## src/rtl/div_restoring_16.sv

```systemverilog
// div_restoring_16 -- multi-cycle unsigned restoring divider.
//
// Divides a WIDTH-bit dividend by a WIDTH-bit divisor and returns the
// quotient and remainder. Each clock performs one restoring iteration,
// one trial subtraction per quotient bit. Valid/ready handshakes on both
// sides let the execute stage stall on the divider.
//
// Ports:
//   clk          rising-edge clock
//   rst          asynchronous, active-high reset
//   in_valid     operands present
//   in_ready     divider can accept operands (IDLE only)
//   dividend     unsigned numerator, sampled on accept
//   divisor      unsigned denominator, sampled on accept
//   out_valid    quotient/remainder valid (DONE only)
//   out_ready    consumer takes the result
//   quotient     unsigned quotient
//   remainder    unsigned remainder
//   div_by_zero  result came from a zero divisor
//
// state | meaning
// ------+----------------------------------------------------------------
// IDLE  | waiting for operands; in_ready high
// BUSY  | one restoring iteration per clock, WIDTH iterations in total
// DONE  | result held stable with out_valid high until out_ready

module div_restoring_16 #(
    parameter int WIDTH = 16,
    parameter int CNT_W = 5
) (
    input  logic             clk,
    input  logic             rst,
    input  logic             in_valid,
    output logic             in_ready,
    input  logic [WIDTH-1:0] dividend,
    input  logic [WIDTH-1:0] divisor,
    output logic             out_valid,
    input  logic             out_ready,
    output logic [WIDTH-1:0] quotient,
    output logic [WIDTH-1:0] remainder,
    output logic             div_by_zero
);

    typedef enum logic [1:0] {
        S_IDLE = 2'd0,
        S_BUSY = 2'd1,
        S_DONE = 2'd2
    } state_t;

    localparam logic [CNT_W-1:0] CNT_LAST = CNT_W'(WIDTH - 1);
    localparam logic [CNT_W-1:0] CNT_ONE  = CNT_W'(1);

    state_t           state_q, state_d;
    logic [CNT_W-1:0] cnt_q, cnt_d;
    logic [WIDTH-1:0] div_q, div_d;
    logic [WIDTH-1:0] shift_q, shift_d;
    logic [WIDTH-1:0] quot_q, quot_d;
    logic [WIDTH-1:0] rem_q, rem_d;
    logic             dbz_q, dbz_d;

    // Partial remainder shifted left with the next dividend bit. The dropped
    // rem_q MSB is always zero before it is shifted out: after k iterations
    // the partial remainder is below 2^k, so r' always fits in WIDTH bits.
    logic [WIDTH-1:0] r_shift;
    logic [WIDTH:0]   trial;
    logic             borrow;

    assign r_shift = {rem_q[WIDTH-2:0], shift_q[WIDTH-1]};
    assign trial   = {1'b0, r_shift} - {1'b0, div_q};
    assign borrow  = trial[WIDTH];

    always_ff @(posedge clk or posedge rst) begin
        if (rst) begin
            state_q <= S_IDLE;
            cnt_q   <= '0;
            div_q   <= '0;
            shift_q <= '0;
            quot_q  <= '0;
            rem_q   <= '0;
            dbz_q   <= 1'b0;
        end else begin
            state_q <= state_d;
            cnt_q   <= cnt_d;
            div_q   <= div_d;
            shift_q <= shift_d;
            quot_q  <= quot_d;
            rem_q   <= rem_d;
            dbz_q   <= dbz_d;
        end
    end

    always_comb begin
        state_d = state_q;
        cnt_d   = cnt_q;
        div_d   = div_q;
        shift_d = shift_q;
        quot_d  = quot_q;
        rem_d   = rem_q;
        dbz_d   = dbz_q;

        case (state_q)
            S_IDLE: begin
                if (in_valid) begin
                    if (divisor == '0) begin
                        // No iterations needed: publish the saturated result
                        // right away.
                        quot_d  = '1;
                        rem_d   = dividend;
                        dbz_d   = 1'b1;
                        state_d = S_DONE;
                    end else begin
                        div_d   = divisor;
                        shift_d = dividend;
                        rem_d   = '0;
                        quot_d  = '0;
                        cnt_d   = '0;
                        dbz_d   = 1'b0;
                        state_d = S_BUSY;
                    end
                end
            end

            S_BUSY: begin
                shift_d = {shift_q[WIDTH-2:0], 1'b0};
                rem_d   = borrow ? r_shift : trial[WIDTH-1:0];
                quot_d  = {quot_q[WIDTH-2:0], ~borrow};
                cnt_d   = cnt_q + CNT_ONE;
                if (cnt_q == CNT_LAST) begin
                    dbz_d   = 1'b0;
                    state_d = S_DONE;
                end
            end

            S_DONE: begin
                if (out_ready) begin
                    state_d = S_IDLE;
                end
            end

            default: begin
                state_d = S_IDLE;
            end
        endcase
    end

    assign in_ready    = (state_q == S_IDLE);
    assign out_valid   = (state_q == S_DONE);
    assign quotient    = quot_q;
    assign remainder   = rem_q;
    assign div_by_zero = dbz_q;

endmodule

```

## config.mk

```make
export PLATFORM = sky130hd
export DESIGN_NAME = div_restoring_16
export DESIGN_NICKNAME = d
export VERILOG_FILES = /design/src/rtl/div_restoring_16.sv
export SDC_FILE = /design/constraint.sdc
export NUM_CORES = 1
export LEC_CHECK = 0
export ABC_CLOCK_PERIOD_IN_PS = 2650
export CORE_UTILIZATION = 43
export CTS_BUF_LIST = sky130_fd_sc_hd__clkbuf_8 sky130_fd_sc_hd__clkbuf_16
export DETAILED_ROUTE_END_ITERATION = 8
export PLACE_DENSITY = 0.65
export REMOVE_ABC_BUFFERS = 1
export SLEW_MARGIN = 10
export SYNTH_ARGS = -nofsm -noshare
export SYNTH_HDL_FRONTEND = slang
export SYNTH_SLANG_ARGS = --single-unit
```

## constraint.sdc

```tcl
create_clock -name clk -period 2.65 [get_ports clk]
set_input_delay 0.6625 -clock clk [delete_from_list [all_inputs] [get_ports clk]]
set_output_delay 0.6625 -clock clk [all_outputs]
set_load 0.02 [all_outputs]
```

==> results of run 1 <==
worst paths after layout:
check,start,to,slack (ns),cells after the start
setup / recovery,state_q[1]$_DFFE_PP0P_,in_ready,0.13,2
hold / removal,shift_q[8]$_DFFE_PP0P_,shift_q[8]$_DFFE_PP0P_,0.49,2
setup reg to reg,shift_q[15]$_DFFE_PP0P_,remainder[1]$_DFFE_PP0P_,0.26,10
hold reg to reg,shift_q[8]$_DFFE_PP0P_,shift_q[8]$_DFFE_PP0P_,0.49,2
max in group asynchronous,rst,div_q[13]$_DFFE_PP0P_,1.65,3
min in group asynchronous,rst,quotient[1]$_DFFE_PP0P_,0.68,3
metal layers:
metal | GRT usage [%] | wire, microns | up-vias
li1 | - | - | 1622
met4 | 9.28 | 216 | 0
met1 | 27.6 | 4530 | 1602
met2 | 36.1 | 4830 | 87
met3 | 4.32 | 455 | 19
met5 | 0 | 0 | -
flip-flops by register name, summed over array words and instances, names as in the netlist:
signal / count
shift_q: 16
quotient: 16
remainder: 16
div_by_zero: 1
div_q: 16
cnt_q: 5
state_q: 2
synthesized netlist by cell type (3+ instances only):
library cell	n	area share, %
xnor2_1	7	1.5
nor2_1	11	1.0
o211ai_1	3	0.55
inv_1	25	2.3
o21ai_0	38	4.6
dfrtp_1	72	44
buf_4	3	0.55
nand3_1	3	0.36
nor2b_1	3	0.46
nand4_1	5	0.76
nor4_1	4	0.61
nand2_1	41	3.7
nand2b_1	7	1.1
a22oi_1	16	2.9
buf_6	3	0.82
clkbuf_1	5	0.46
o221ai_1	6	1.3
o21ai_2	3	0.64
mux2_2	17	4.6
o21ai_1	6	0.73
buf_2	10	1.2
mux2i_1	22	5.3
a21oi_1	18	2.2
ha_1	18	5.5
xor2_1	3	0.64
a221o_1	15	3.6
worst max-delay path: cells and delay by family (launching register included):
kind / cells / cell delay (ns)
buffers and inverters: 1 / 0.68
flip-flops: 1 / 0.46
AND/OR/NAND/NOR: 1 / 0.35
layout by cell type, fill, tap and decap left out, types with 3 or more instances in the layout:
cell and instances:
nor2_1 11, o21ai_1 6, inv_6 3, a22oi_1 16, buf_12 3, clkdlybuf4s50_1 70
o21ai_2 3, inv_8 3, nand2b_1 7, ha_1 18, clkbuf_8 9, nand3_1 3
o221ai_1 6, buf_4 13, xor2_1 3, xnor2_1 7, mux2i_1 22, nand2_1 41
nand4_1 5, inv_1 24, o211ai_1 3, a221o_1 15, o21ai_0 38, mux2_2 17
a21oi_1 17, nor4_1 4, dfrtp_1 72
cells by family after synthesis:
| family | Yosys count |
|---|---|
| flops | 72 |
| xor+xnor | 10 |
| mux | 41 |
| compound gates | 125 |
| buf+inv | 49 |
| simple gates | 86 |
| fa+ha+maj | 19 |
power by group:
group | switching (mW) | internal, mW
combinational | 2.09 | 1.80
sequential | 0.335 | 1.55
clock | 0.517 | 0.371
metrics by stage:
stage / setup slack (ns) / instances / power (mW) / hold slack (ns) / setup TNS [ns]
CTS: 0.0741 / 610 / 6.66 / 0.494 / 0
finish: 0.132 / 610 / 6.66 / 0.491 / 0
detailed placement: 0.0463 / 594 / 5.75 / 0.472 / 0
floorplan: -0.513 / 378 / 4.54 / 0.450 / -10.45
global route: 0.0513 / 610 / 7.21 / 0.521 / 0
global placement: 0.0968 / 594 / 5.68 / 0.461 / 0
layout make-up:
class | count | area (sq um)
Clock buffer | 9 | 124
Inverter | 25 | 93.8
Fill cell | 823 | 4050
Sequential cell | 72 | 1800
Clock inverter | 7 | 68.8
Multi-Input combinational cell | 281 | 2070
Tap cell | 129 | 161
Timing Repair Buffer | 87 | 870
repair_timing:
item                                    in CTS  in global routing
endpoints found under the setup margin       0                 14
buffers inserted                             0                  0
hold buffers                                 0                  0
gates resized for setup                      0                  4
==> impl_metrics.env, run 1 <==
export IMPL_grt_pass1_vias=3251
export IMPL_grt_setup_unrepaired="no"
export IMPL_fin_skew_ns=0.0151
export IMPL_ir_worst_vdd_v=0.000615
export IMPL_startpoint_type="register"
export IMPL_drive_gt1_share_pct=13.9
export IMPL_synth_distinct_cells=58
export IMPL_yosys_area_share_simple_pct=10.2
export IMPL_run_status="completed"
export IMPL_synth_top_family_by_area="compound AO/OA/AOI/OAI gates"
export IMPL_cap_violations=0
export IMPL_htree_levels=3
export IMPL_netlist_instances=402
export IMPL_drt_iter0_markers=142
export IMPL_die_height_microns=99.9
export IMPL_tightest_slew_ns=0.757
export IMPL_cp_max_fo=6
export IMPL_ys_flop_type="dfrtp_1"
export IMPL_grt_max_degree=73
export IMPL_final_area_sq_um=5190
export IMPL_holdCritPathClass="register to register"
export IMPL_synth_xor_area_share_pct=2.13
export IMPL_nets=531
export IMPL_fmax_mhz=397
export IMPL_clk_root_buffer_cell="clkbuf_8"
export IMPL_crit_arrival_ns=1.86
export IMPL_vias_per_cell=5.46
export IMPL_cts_max_path_buffers=2
export IMPL_grt_usage_pct=21.7
export IMPL_synth_ff_latch_count=72
export IMPL_gp_congestion=0.882
export IMPL_clock_latency_ns=0.37
export IMPL_synth_edf_count=0
export IMPL_rows=35
export IMPL_grt_pass1_wl_microns=16500
export IMPL_cts_sinks=72
export IMPL_antenna_found_initial=0
export IMPL_drc_errors=0
export IMPL_hold_viol=0
export IMPL_p_leak_nw=2.30
export IMPL_setup_viol_count_final=0
export IMPL_synth_seq_area_share_pct=43.8
export IMPL_finalMaxSlewViolations=0
export IMPL_postLayoutCoreUtil_pct=56.2
export IMPL_dr_pass1_iters=5
export IMPL_start_util_pct=44.6
export IMPL_cts_buffers=9
export IMPL_synth_avg_cell_area_sq_um=10.2
export IMPL_power_density_nw_per_um2=1280
export IMPL_synth_fa_ha_area_share_pct=5.96
export IMPL_slew_limit_headroom_pct=49.5
export IMPL_ys_warn_count=0
export IMPL_synthMuxAreaShare_pct=10.7
export IMPL_synth_compound_area_share_pct=20.8
export IMPL_antenna_diode_count=0
export IMPL_numPortBuffers=70
export IMPL_fp_dieW_microns=99.9
export IMPL_path_class="register to output pin"
export IMPL_dpl_hpwl_microns=7470
export IMPL_antenna_left=0
export IMPL_dieArea_sq_um=9970
export IMPL_finalCritPeriodShare_pct=95.0
export IMPL_area_growth_syn_to_layout_pct=26.0
export IMPL_ios=71
export IMPL_vias=3330
export IMPL_cts_tree="built"
export IMPL_wl_microns=10000
export IMPL_end_kind="output pin"
export IMPL_slowest_stage="clkdlybuf4s50_1"
export IMPL_placed_area_sq_um=4990
export IMPL_period_minus_slack_ns=2.52
export IMPL_critPathRequiredTime_ns=1.99
export IMPL_synthArstFlopShare_pct=100
export IMPL_core_area_sq_um=9240
export IMPL_crit_path_cell_trace="nor2_1, clkdlybuf4s50_1"
export IMPL_syn_area_sq_um=4120
export IMPL_clkTransAtPathRegs_ns=0.10
export IMPL_max_stage_delay_ns=0.68
export IMPL_overflow=0
export IMPL_wl_per_cell_microns=16.4
No activity file was read; power rests on OpenSTA's default activity.
==> run 2: changes to the inputs <==
--- a/config.mk
+++ b/config.mk
@@ -5,11 +5,13 @@
 export SDC_FILE = /design/constraint.sdc
 export NUM_CORES = 1
 export LEC_CHECK = 0
-export ABC_CLOCK_PERIOD_IN_PS = 2650
+export ABC_CLOCK_PERIOD_IN_PS = 2100
 export CORE_UTILIZATION = 43
 export CTS_BUF_LIST = sky130_fd_sc_hd__clkbuf_8 sky130_fd_sc_hd__clkbuf_16
+export CTS_CLUSTER_DIAMETER = 60
 export DETAILED_ROUTE_END_ITERATION = 8
-export PLACE_DENSITY = 0.65
+export MAX_ROUTING_LAYER = met4
+export PLACE_DENSITY = 0.68
 export REMOVE_ABC_BUFFERS = 1
 export SLEW_MARGIN = 10
 export SYNTH_ARGS = -nofsm -noshare
==> constraint.sdc (replaced) <==
create_clock -name clk -period 2.1 [get_ports clk]
set_input_delay 0.525 -clock clk [delete_from_list [all_inputs] [get_ports clk]]
set_output_delay 0.525 -clock clk [all_outputs]
set_load 0.02 [all_outputs]
==> run 2 against run 1 <==
Effect of this change:
- routed wire length increased by 10%
- power increased by 50%
- register-to-register slack got worse by 0.38 ns
- design area increased by 14%
- first-iteration DRC count decreased by 25%
- global-route usage increased by 2.0 points
- largest power group unchanged
- final cell count increased by 10%
- flip-flop and latch count unchanged
- sequential share of layout area decreased by 4.4 points
- clock skew decreased by 0.0062 ns
- setup slack got worse by 0.25 ns
- the run now ends with setup timing left
- hold slack got worse by 0.010 ns
- largest cell class unchanged
==> impl_metrics.env, run 2 (synthesis results as in run 1) <==
export IMPL_run_status="complete, but fails checks"
export IMPL_violations="setup timing"
export IMPL_ios=71
export IMPL_cts_buffers=9
export IMPL_hold_ws_ns=0.481
export IMPL_final_cells=674
export IMPL_startpoint_type="register"
export IMPL_antenna_diode_count=0
export IMPL_path_class="register to register"
export IMPL_drive_gt1_share_pct=28.6
export IMPL_clkTransAtPathRegs_ns=0.08
export IMPL_dpl_hpwl_microns=7830
export IMPL_cts_max_path_buffers=2
export IMPL_drt_iter0_markers=106
export IMPL_cp_max_fo=8
export IMPL_p_total_mw=10.0
export IMPL_nets=595
export IMPL_tightest_slew_ns=0.518
export IMPL_rows=35
export IMPL_antenna_found_initial=0
export IMPL_grt_pass1_wl_microns=17800
export IMPL_vias_per_cell=5.34
export IMPL_dpl_cell_count=649
export IMPL_fmax_mhz=450
export IMPL_cts_sinks=72
export IMPL_drc_errors=0
export IMPL_htree_levels=3
export IMPL_grt_setup_unrepaired="yes"
export IMPL_hold_viol=0
export IMPL_slowest_stage="dfrtp_1"
export IMPL_ir_worst_vdd_v=0.000855
export IMPL_postLayoutCoreUtil_pct=64.3
export IMPL_core_area_sq_um=9240
export IMPL_grt_usage_pct=23.7
export IMPL_grt_pass1_vias=3631
export IMPL_critPathRequiredTime_ns=2.38
export IMPL_fin_skew_ns=0.00892
export IMPL_crit_arrival_ns=2.50
export IMPL_end_kind="register"
export IMPL_fin_ws_ns=-0.120
export IMPL_wl_per_cell_microns=16.4
export IMPL_finalMaxSlewViolations=0
export IMPL_power_density_nw_per_um2=1680
export IMPL_holdCritPathClass="register to register"
export IMPL_numPortBuffers=70
export IMPL_cp_top_family="compound AO/OA/AOI/OAI gates"
export IMPL_placed_area_sq_um=5450
export IMPL_path_common_cell="o21ai_2"
export IMPL_gp_congestion=0.983
export IMPL_place_ws_ns=-0.329
export IMPL_p_leak_nw=2.69
export IMPL_start_util_pct=44.6
export IMPL_cts_tree="built"
export IMPL_setup_tns_ns=-0.580
export IMPL_dr_pass1_iters=4
export IMPL_setup_viol_count_final=10
export IMPL_period_minus_slack_ns=2.22
export IMPL_crit_path_cell_trace="ha_4, fa_2, nand2b_4, a21oi_4, o21ai_2, a21boi_4, buf_12, mux2_4, o21ai_2"
export IMPL_slew_limit_headroom_pct=65.4
export IMPL_critPathBufInv=1
export IMPL_wl_microns=11100
export IMPL_cap_violations=0
export IMPL_grt_max_degree=73
export IMPL_die_height_microns=99.9
export IMPL_clock_latency_ns=0.35
export IMPL_max_stage_delay_ns=0.41
export IMPL_antenna_left=0
export IMPL_vias=3599
export IMPL_area_growth_syn_to_layout_pct=44.3
export IMPL_overflow=0
export IMPL_dieArea_sq_um=9970
export IMPL_layout_common_cells="71 x dfrtp_1, 71 x buf_4, 66 x clkdlybuf4s50_1, 40 x nand2_1, 31 x o21ai_0"
export IMPL_final_area_sq_um=5940
export IMPL_clk_root_buffer_cell="clkbuf_8"
export IMPL_fp_dieW_microns=99.9
export IMPL_finalCritPeriodShare_pct=106
[run 2: changes by cell type in the layout (fill, tap and decap cells not counted), sizes merged]
cell           change
inv                -4
clkinv             +2
clkdlybuf4s50      -4
dlygate4sd2        +2
dlymetal6s2s       +2
bufinv             +1
clkbuf             +2
buf               +62
clkinvlp           +1
[run 2: final timing paths]
check | start | endpoint | slack (ns) | cells past startpoint
setup / recovery | div_q[0]$_DFFE_PP0P_ | remainder[1]$_DFFE_PP0P_ | -0.12 | 9
hold / removal | cnt_q[4]$_DFFE_PP0P_ | cnt_q[4]$_DFFE_PP0P_ | 0.48 | 2
setup reg to reg | div_q[0]$_DFFE_PP0P_ | remainder[1]$_DFFE_PP0P_ | -0.12 | 9
hold reg to reg | cnt_q[4]$_DFFE_PP0P_ | cnt_q[4]$_DFFE_PP0P_ | 0.48 | 2
max in group asynchronous | rst | div_q[8]$_DFFE_PP0P_ | 1.22 | 3
min in group asynchronous | rst | quotient[1]$_DFFE_PP0P_ | 0.58 | 3
[run 2: worst min-delay path, cell delays in order (launching register included)]
cell	delay, ns
dfrtp_1	0.35
nand2_1	0.04
o21ai_0	0.06
[run 2: cell type report]
type / count / area, sq um
fill: 723 / 3300
clock inverter: 7 / 70.1
timing repair buffer: 151 / 1440
inverter: 25 / 93.8
tap: 129 / 161
multi-input combinational: 281 / 2250
clock buffer: 9 / 124
sequential: 72 / 1800
[run 2: layer usage]
metal	up-vias	track usage [%]	part of all wire, %	routed length [microns]
met5	-	-	0	0
met4	0	7.58	1.8	204
met3	21	3.76	3.6	397
met2	90	38.9	50	5580
met1	1735	29.9	44	4870
li1	1753	-	-	-
[run 2: report_power, final]
group | switching (mW) | internal, mW | leakage [nW]
registers | 0.373 | 1.96 | 0.918
logic | 3.23 | 3.31 | 1.67
clock network | 0.573 | 0.551 | 0.0998
[run 2: what timing repair did]
| item | in CTS | in global routing |
|---|---|---|
| cloned | 1 | 1 |
| gates resized for setup | 21 | 26 |
| hold endpoints to repair | 0 | 0 |
| endpoints found under the setup margin | 19 | 43 |
| setup buffers | 3 | 4 |
| hold buffers | 0 | 0 |
| pin swaps | 5 | 14 |
==> run 3: changes to the inputs <==
--- a/config.mk
+++ b/config.mk
@@ -10,6 +10,7 @@
 export CTS_BUF_LIST = sky130_fd_sc_hd__clkbuf_8 sky130_fd_sc_hd__clkbuf_16
 export CTS_CLUSTER_DIAMETER = 60
 export DETAILED_ROUTE_END_ITERATION = 8
+export GPL_ROUTABILITY_DRIVEN = 0
 export MAX_ROUTING_LAYER = met4
 export PLACE_DENSITY = 0.68
 export REMOVE_ABC_BUFFERS = 1
==> run 3 against run 2 <==
Effect of this change:
- the run still ends with setup timing left
- via count increased by 0.14%
- non-clock buffer count fell by 7
- design area is 2.8% lower
- critical path depth unchanged
- clock-buffer cell count did not move
- power is 3.7% lower
- core utilization decreased by 1.8 points
- combinational power shrank 5.2%
- flip-flop and latch count stayed put
- die area stayed put
- global-route usage increased by 0.31 points
- final cell count shrank 1.0%
==> impl_metrics.env, run 3 (synthesis results as in run 1) <==
export IMPL_cts_sinks=72
export IMPL_clkTransAtPathRegs_ns=0.09
export IMPL_startpoint_type="register"
export IMPL_fin_skew_ns=0.00889
export IMPL_critPathBufInv=1
export IMPL_clk_root_buffer_cell="clkbuf_8"
export IMPL_antenna_found_initial=0
export IMPL_holdBufCountCts=0
export IMPL_grt_pass1_vias=3757
export IMPL_hold_ws_ns=0.468
export IMPL_ir_worst_vdd_v=0.000770
export IMPL_grt_usage_pct=24.0
export IMPL_cts_tree="built"
export IMPL_cp_top_family="compound AO/OA/AOI/OAI gates"
export IMPL_dieArea_sq_um=9970
export IMPL_vias=3604
export IMPL_dpl_hpwl_microns=7780
export IMPL_max_stage_delay_ns=0.42
export IMPL_wl_per_cell_microns=15.9
export IMPL_fp_dieW_microns=99.9
export IMPL_critPathRequiredTime_ns=2.39
export IMPL_hold_viol=0
export IMPL_rows=35
export IMPL_grt_pass1_wl_microns=17800
export IMPL_path_class="register to register"
export IMPL_finalCritPeriodShare_pct=106
export IMPL_drive_gt1_share_pct=25.7
export IMPL_tightest_slew_ns=0.583
export IMPL_grt_max_degree=42
export IMPL_period_minus_slack_ns=2.23
export IMPL_htree_levels=3
export IMPL_setup_viol_count_final=11
export IMPL_setup_tns_ns=-0.647
export IMPL_power_density_nw_per_um2=1670
export IMPL_crit_path_cell_trace="ha_4, fa_2, nand2b_4, a21oi_4, o21ai_2, a21boi_2, buf_6, mux2_4, o21ai_2"
export IMPL_overflow=0
export IMPL_clock_latency_ns=0.36
export IMPL_vias_per_cell=5.40
export IMPL_area_growth_syn_to_layout_pct=40.2
export IMPL_cap_violations=0
export IMPL_layout_common_cells="72 x dfrtp_1, 68 x clkdlybuf4s50_1, 63 x buf_4, 40 x nand2_1, 33 x o21ai_0"
export IMPL_cts_buffers=9
export IMPL_holdCritPathClass="input pin to async pin"
export IMPL_antenna_diode_count=0
export IMPL_cp_max_fo=8
export IMPL_antenna_left=0
export IMPL_start_util_pct=44.6
export IMPL_postLayoutCoreUtil_pct=62.5
export IMPL_numPortBuffers=70
export IMPL_nets=588
export IMPL_run_status="complete, but fails checks"
export IMPL_ios=71
export IMPL_final_common_cell="dfrtp_1"
export IMPL_die_height_microns=99.9
export IMPL_slew_limit_headroom_pct=61.1
export IMPL_violations="setup timing"
export IMPL_path_common_cell="o21ai_2"
export IMPL_crit_arrival_ns=2.53
export IMPL_dr_pass1_iters=4
export IMPL_fmax_mhz=448
export IMPL_wl_microns=10600
export IMPL_slowest_stage="dfrtp_1"
export IMPL_finalMaxSlewViolations=0
export IMPL_drt_iter0_markers=131
export IMPL_drc_errors=0
export IMPL_end_kind="register"
export IMPL_p_leak_nw=2.62
export IMPL_cts_max_path_buffers=2
export IMPL_final_area_sq_um=5770
export IMPL_core_area_sq_um=9240
export IMPL_fin_ws_ns=-0.134
export IMPL_grt_setup_unrepaired="yes"
export IMPL_placed_area_sq_um=5420
[run 3: cell types whose count changed in the layout (fill, tap and decap cells not counted), moves of 2 or more]
cell,before,now
buf_4,71,63
clkinv_2,3,0
ha_1,13,16
ha_4,5,2
inv_8,0,3
o21ai_1,12,9
buf_6,1,3
clkbuf_16,2,0
clkdlybuf4s50_1,66,68
dlymetal6s2s_1,2,0
nor4_1,2,4
nor4_2,2,0
o21ai_0,31,33
[run 3: worst register-to-register path: stages (launching register included)]
cell      delay [ns]
dfrtp_1         0.42
ha_4            0.18
fa_2            0.34
nand2b_4        0.16
a21oi_4         0.14
o21ai_2         0.08
a21boi_2        0.21
buf_6           0.20
mux2_4          0.32
o21ai_2         0.11
[run 3: area by class of cell]
class                      count  area, sq um
multi-input combinational    281         2160
fill                         748         3470
inverter                      25         93.8
sequential                    72         1800
clock buffer                   9          124
timing repair buffer         144         1370
clock inverter                 7         68.8
tap                          129          161
[run 3: stage by stage]
step                power, mW  setup slack [ns]  cells
finish                   9.63            -0.134    667
global route             10.3            -0.210    667
CTS                      9.52            -0.124    667
detailed placement       7.96            -0.328    643
global placement         7.83            -0.250    643
floorplan                5.73             -1.06    378
[run 3: final timing paths]
kind | startpoint | end | slack, ns | cells past startpoint
setup / recovery | div_q[0]$_DFFE_PP0P_ | remainder[1]$_DFFE_PP0P_ | -0.13 | 9
hold / removal | rst | quotient[1]$_DFFE_PP0P_ | 0.47 | 2
setup reg to reg | div_q[0]$_DFFE_PP0P_ | remainder[1]$_DFFE_PP0P_ | -0.13 | 9
hold reg to reg | shift_q[6]$_DFFE_PP0P_ | shift_q[6]$_DFFE_PP0P_ | 0.49 | 2
max in group asynchronous | rst | remainder[15]$_DFFE_PP0P_ | 1.04 | 3
min in group clk | shift_q[6]$_DFFE_PP0P_ | shift_q[6]$_DFFE_PP0P_ | 0.49 | 2
[run 3: metal layers]
metal	routed length (microns)	track usage [%]
met1	4600	27.9
met3	445	5.29
met5	0	-
met2	5320	40.5
met4	259	9.05
[run 3: timing repair]
action,in CTS,in global routing
cloned,1,0
pin swaps,11,5
endpoints found under the setup margin,19,17
endpoints found under the hold margin,0,0
gates resized for setup,25,8
setup buffers,7,1
[run 3: power by group]
part,leakage (nW),total (mW),internal [mW],switching [mW]
logic,1.60,6.21,3.10,3.11
clock network,0.101,1.11,0.468,0.641
registers,0.920,2.31,1.96,0.353
total,2.62,9.63,5.53,4.10
